==> src/rtl/prog_mem_loader_pkg.sv <==
// prog_mem_loader_pkg: shared state encoding and pair geometry for the program memory loader
package prog_mem_loader_pkg;
  typedef enum logic [2:0] {
    IDLE      = 3'd0,
    LOAD_INST = 3'd1,
    LOAD_DATA = 3'd2,
    FLUSH     = 3'd3,
    DONE      = 3'd4,
    CSUM      = 3'd5
  } loader_state_t;
  localparam int PAIR_BYTES = 8;
endpackage

==> src/rtl/prog_mem_loader_word_pair_packer.sv <==
// word_pair_packer: pairs accepted 32-bit words into 64-bit writes and tracks the pair index and byte address
module word_pair_packer
  import prog_mem_loader_pkg::*;
#(
  parameter int ADDR_W = 9
) (
  input  logic              clk,
  input  logic              reset,
  input  logic              clear_i,
  input  logic              take_i,
  input  logic              last_i,
  input  logic [31:0]       word_i,
  output logic [31:0]       low_o,
  output logic              pair_done_o,
  output logic [ADDR_W-1:0] pair_idx_o,
  output logic [ADDR_W-1:0] addr_o
);
  logic [31:0]       low_q;
  logic              half_q;
  logic [ADDR_W-1:0] idx_q;
  always_ff @(posedge clk) begin
    if (reset || clear_i) begin
      low_q  <= '0;
      half_q <= 1'b0;
      idx_q  <= '0;
    end else if (take_i) begin
      half_q <= ~half_q;
      if (!half_q) low_q <= word_i;
      else idx_q <= last_i ? '0 : idx_q + 1'b1;
    end
  end
  assign low_o       = low_q;
  assign pair_done_o = take_i && half_q;
  assign pair_idx_o  = idx_q;
  assign addr_o      = ADDR_W'(idx_q * PAIR_BYTES);
endmodule

==> src/rtl/prog_mem_loader.sv <==
// prog_mem_loader: streams word pairs into instruction then data memory and releases the core (optional LOADER_CHECKSUM_EN)
module prog_mem_loader
  import prog_mem_loader_pkg::*;
#(
  parameter int ADDR_W     = 9,
  parameter int INST_PAIRS = 64,
  parameter int DATA_PAIRS = 64,
  parameter int FLUSH_CYC  = 2
) (
  input  logic              clk,
  input  logic              reset,
  input  logic              start,
  input  logic              s_valid,
  input  logic [31:0]       s_data,
  output logic              s_ready,
  output logic              enable_load_ex_mem,
  output logic              enable_halt,
  output logic [ADDR_W-1:0] InstExMemAddress,
  output logic [31:0]       InstExMemData1,
  output logic [31:0]       InstExMemData2,
  output logic [ADDR_W-1:0] DataExMemAddress,
  output logic [31:0]       DataExMemData1,
  output logic [31:0]       DataExMemData2,
  output logic              busy,
  output logic              load_done
`ifdef LOADER_CHECKSUM_EN
  ,
  output logic [31:0]       checksum,
  output logic              csum_err
`endif
);
  localparam int FW = $clog2(FLUSH_CYC + 1);
  loader_state_t     state_q, state_d;
  logic [FW-1:0]     flush_q;
  logic              loading, restart, take, last, pair_done;
  logic [31:0]       low_word;
  logic [ADDR_W-1:0] pair_idx, pair_addr;
  assign loading = state_q == LOAD_INST || state_q == LOAD_DATA;
  assign restart = start && (state_q == IDLE || state_q == DONE);
  assign take    = s_valid && loading;
  assign last    = state_q == LOAD_INST ? pair_idx == ADDR_W'(INST_PAIRS - 1)
                                        : pair_idx == ADDR_W'(DATA_PAIRS - 1);
  word_pair_packer #(.ADDR_W(ADDR_W)) u_packer (
    .clk         (clk),
    .reset       (reset),
    .clear_i     (restart),
    .take_i      (take),
    .last_i      (last),
    .word_i      (s_data),
    .low_o       (low_word),
    .pair_done_o (pair_done),
    .pair_idx_o  (pair_idx),
    .addr_o      (pair_addr)
  );
`ifdef LOADER_CHECKSUM_EN
  logic [31:0] sum_q;
  logic        err_q;
  always_ff @(posedge clk) begin
    if (reset || restart) begin
      sum_q <= '0;
      err_q <= 1'b0;
    end else begin
      if (take) sum_q <= sum_q + s_data;
      if (state_q == CSUM && s_valid && s_data != sum_q) err_q <= 1'b1;
    end
  end
  assign checksum = sum_q;
  assign csum_err = err_q;
`endif
  always_comb begin
    state_d = state_q;
    unique case (state_q)
      IDLE, DONE: if (start) state_d = LOAD_INST;
      LOAD_INST:  if (pair_done && last) state_d = LOAD_DATA;
`ifdef LOADER_CHECKSUM_EN
      LOAD_DATA:  if (pair_done && last) state_d = CSUM;
      CSUM:       if (s_valid) state_d = s_data == sum_q ? FLUSH : IDLE;
`else
      LOAD_DATA:  if (pair_done && last) state_d = FLUSH;
`endif
      FLUSH:      if (flush_q == FW'(FLUSH_CYC - 1)) state_d = DONE;
      default:    state_d = IDLE;
    endcase
  end
  always_comb begin
    s_ready            = loading || state_q == CSUM;
    enable_load_ex_mem = s_ready || state_q == FLUSH;
    enable_halt        = state_q == IDLE;
    busy               = enable_load_ex_mem;
    load_done          = state_q == DONE;
  end
  always_ff @(posedge clk) begin
    state_q <= reset ? IDLE : state_d;
    flush_q <= reset || state_q != FLUSH ? '0 : flush_q + 1'b1;
    if (reset || restart) begin
      InstExMemAddress <= '0;
      InstExMemData1   <= '0;
      InstExMemData2   <= '0;
      DataExMemAddress <= '0;
      DataExMemData1   <= '0;
      DataExMemData2   <= '0;
    end else if (pair_done && state_q == LOAD_INST) begin
      InstExMemAddress <= pair_addr;
      InstExMemData1   <= low_word;
      InstExMemData2   <= s_data;
    end else if (pair_done) begin
      DataExMemAddress <= pair_addr;
      DataExMemData1   <= low_word;
      DataExMemData2   <= s_data;
    end
  end
endmodule

==> config.mk <==
export PLATFORM = sky130hd
export DESIGN_NAME = prog_mem_loader
export DESIGN_NICKNAME = d
export VERILOG_FILES = /design/src/rtl/prog_mem_loader_pkg.sv /design/src/rtl/prog_mem_loader_word_pair_packer.sv /design/src/rtl/prog_mem_loader.sv
export SDC_FILE = /design/constraint.sdc
export NUM_CORES = 1
export LEC_CHECK = 0
export CORE_ASPECT_RATIO = 1.5
export CORE_MARGIN = 8
export CORE_UTILIZATION = 48
export CTS_BUF_LIST = sky130_fd_sc_hd__clkbuf_16
export DETAILED_ROUTE_END_ITERATION = 16
export PLACE_DENSITY_LB_ADDON = 0.3
export SLEW_MARGIN = 10
export SYNTH_ARGS = -nofsm -noshare
export SYNTH_HDL_FRONTEND = slang
export SYNTH_HIERARCHICAL = 1
export SYNTH_SLANG_ARGS = --single-unit
export TNS_END_PERCENT = 100
==> constraint.sdc <==
create_clock -name clk -period 2.2 [get_ports clk]
set_input_delay 0.44 -clock clk [delete_from_list [all_inputs] [get_ports clk]]
set_output_delay 0.44 -clock clk [all_outputs]
set_load 0.05 [all_outputs]
==> qor.csv <==
stage;metric;value;unit
outcome;outcome;finished clean;
clock_network;worst skew pair latency;0.42;ns
floorplanning;Starting Density;0.491;
worst_setup_path;CP bufs+invs;1;
placement;# port buffers;186;
final_layout;share of layout cells above drive strength 1;0.0685;
worst_setup_path;critical path's largest stage delay;0.87;ns
route;drt drc;0;
grt;GRT overflow;0;
route;TritonRoute pass-1 iters;6;
synth;Avg Inst Size Synth;8.11;um^2
power_and_ir_drop;PwrDens;701;mW/mm^2
timing;Period minus WS final;2.06;ns
clock_network;CTS clk-pin slew, worst paths;0.07;ns
grt;initial antenna violation count;0;
grt;Tot GR Track Use;0.212;
synth;Synth async-reset ratio;0;
final_layout;commonest non-fill, non-tap cells in the layout;nand2_1, dfxtp_1, a21oi_1;
synth;Seq cells post-synth;193;
route;via density per instance;5.08;
clock_network;hold_buf cts;0;
hold_path;worst min path class;flip-flop to flip-flop;
clock_network;CTS Sinks;193;
synth;Mapped Area;0.00714;mm^2
synth;Synth Area in Adders;0.00351;
timing;max_slew headroom;0.603;
clock_network;CTS resizes;0;
route;via count of the routed design;6331;
worst_setup_path;top cell family by delay on the critical path;buffers and inverters;
placement;HPWL after detailed placement;13900;um
power_and_ir_drop;P_leak;3.09;nW
final_layout;leading cell type in the layout, fill and taps excluded;nand2_1;
synth;xor/xnor share of the synthesized area;0.00368;
clock_network;CTS Buf Count;17;
grt;first-pass GRT wire length;31800;um
timing;worst setup margin;0.137;ns
worst_setup_path;Setup Crit Path Kind;flip-flop to primary output;
grt;vias in the first global route;6289;
synth;Mapped Cells;880;
timing;RSZ-0062 raised after global routing;false;
timing;Final Slew Violations;0;
final_layout;# fillers;1256;
timing;Hold Vio Cnt, Final;0;
timing;final setup vio count;0;
timing;Final Skew;0.0106;ns
power_and_ir_drop;total power;0.00678;W
grt;maximum number of pins on one net before global-route repair;67;
final_layout;post-route cell area;0.00967;mm^2
worst_setup_path;Worst setup EP type;primary output;
floorplanning;core area;0.0145;mm^2
placement;Area after DPL;0.00911;mm^2
worst_setup_path;crit path launch type;flip-flop;
timing;Tightest Pin Transition;0.594;ns
synth;part of the Yosys area used for sequential elements;0.541;
clock_network;CTS tree;built;
timing;Peak Freq;485;MHz
synth;complex-gate fraction of the synthesized area;0.146;
floorplanning;DIE AREA;0.0191;mm^2
worst_setup_path;Required @ worst endpoint;1.76;ns
synth;Post-synth EDFFs;0;
floorplanning;I/O pins;187;
placement;Placer Congestion;0.800;
floorplanning;Die Y-Extent;165;um
route;initial drt markers;346;
clock_network;CTS H-tree lvls;4;
final_layout;P&R area growth vs syn;35.5;%
floorplanning;FP Rows;54;
route;final antenna-violating net count;0;
job;max-cap violations;0;
worst_setup_path;crit-path max FO;2;
clock_network;Root Driver;clkbuf_16;
placement;DP Worst Slack;-0.0346;ns
synth;Ys Warns;6;
synth;Top FF cell, synth;dfxtp_1;
worst_setup_path;Crit-path slowest cell;clkdlybuf4s50_1;
clock_network;CTS max path bufs;2;
route;WL/cell;16.2;um
clock_network;setup bufs post-CTS;0;
synth;Synth Area in Simple Gates;0.229;
power_and_ir_drop;maximum vdd drop;0.560;mV
timing;Final period util;0.938;
worst_setup_path;worst-path cell chain;clkdlybuf4s50_1;
route;routed wire length;20200;um
timing;setup TNS;0;ns
synth;synth unique cells;40;
synth;post-synthesis mux area share;0.00140;
floorplanning;chip width;116;um
final_layout;diode count;0;
synth;largest family of logic cells by synthesized area;simple AND/OR/NAND/NOR gates;
worst_setup_path;CP arrival;1.62;ns
final_layout;nets;1078;
-- report_power, final --
group	internal, W	total [W]	switching (W)
clock	0.00148	0.00289	0.00140
sequential	0.00351	0.00352	0.0000132
combinational	0.000144	0.000369	0.000224
total	0.00514	0.00678	0.00164
-- registers in the layout, summed over array words and instances, names as in the netlist --
signal	flops
InstExMemAddress	9
u_packer/pair_idx_o	9
DataExMemAddress	9
state_q	3
flush_q	2
DataExMemData1	32
u_packer/half_q	1
DataExMemData2	32
InstExMemData2	32
InstExMemData1	32
u_packer/low_o	32
-- area by class of cell --
| class | count | area [um^2] | area share |
|---|---|---|---|
| multi-input combinational | 610 | 2760 | 0.286 |
| inverter | 6 | 22.5 | 0.00233 |
| timing repair buffer | 212 | 2220 | 0.230 |
| sequential | 193 | 3860 | 0.400 |
| clock inverter | 13 | 128 | 0.0132 |
| clock buffer | 17 | 425 | 0.0440 |
| tap | 196 | 245 | 0.0254 |
-- cell usage after synthesis, types with 3 or more instances --
cell / n / area, um^2
nor2_1: 5 / 18.8
nand2_1: 363 / 1360
nand2b_1: 4 / 25.0
o31ai_1: 3 / 22.5
buf_6: 16 / 180
nor3_1: 3 / 15.0
o21ai_0: 3 / 15.0
buf_4: 20 / 150
a21oi_1: 188 / 941
inv_1: 6 / 22.5
clkbuf_1: 6 / 22.5
dfxtp_1: 193 / 3860
nand3_1: 4 / 20.0
buf_2: 31 / 155
or4_1: 3 / 22.5
-- through the flow --
step,cells,hold WS [ns],util
after floorplan,882,0.405,-
after global placement,1217,0.414,0.627
after detailed placement,1217,0.418,0.627
after CTS,1247,0.433,0.665
after global routing,1247,0.450,0.665
final,1247,0.430,0.665
-- layer usage --
layer / vias up / wire length, um / track usage
met5: - / 0 / 0
met4: 0 / 538 / 0.0918
met3: 29 / 1330 / 0.0579
met2: 196 / 10800 / 0.392
met1: 2955 / 7600 / 0.217
li1: 3151 / - / -
-- cell families (layout without fill, tap and decap cells) --
family | after synthesis | after routing
fa+ha+maj | 2 | 2
flops | 193 | 193
compound gates | 201 | 201
other cells | 1 | 3
buf+inv | 79 | 248
xor+xnor | 3 | 3
simple gates | 400 | 400
mux | 1 | 1
-- worst paths after layout --
check	to	startpoint	slack [ns]	cells after the start
worst max-delay path	DataExMemData1[7]	DataExMemData1[7]	0.14	1
worst min-delay path	flush_q[0]	flush_q[0]	0.43	1
worst max register to register	InstExMemData1[12]	state_q[0]	0.41	9
worst min register to register	flush_q[0]	flush_q[0]	0.43	1
Note: power is estimated with default switching activity, not from simulation.
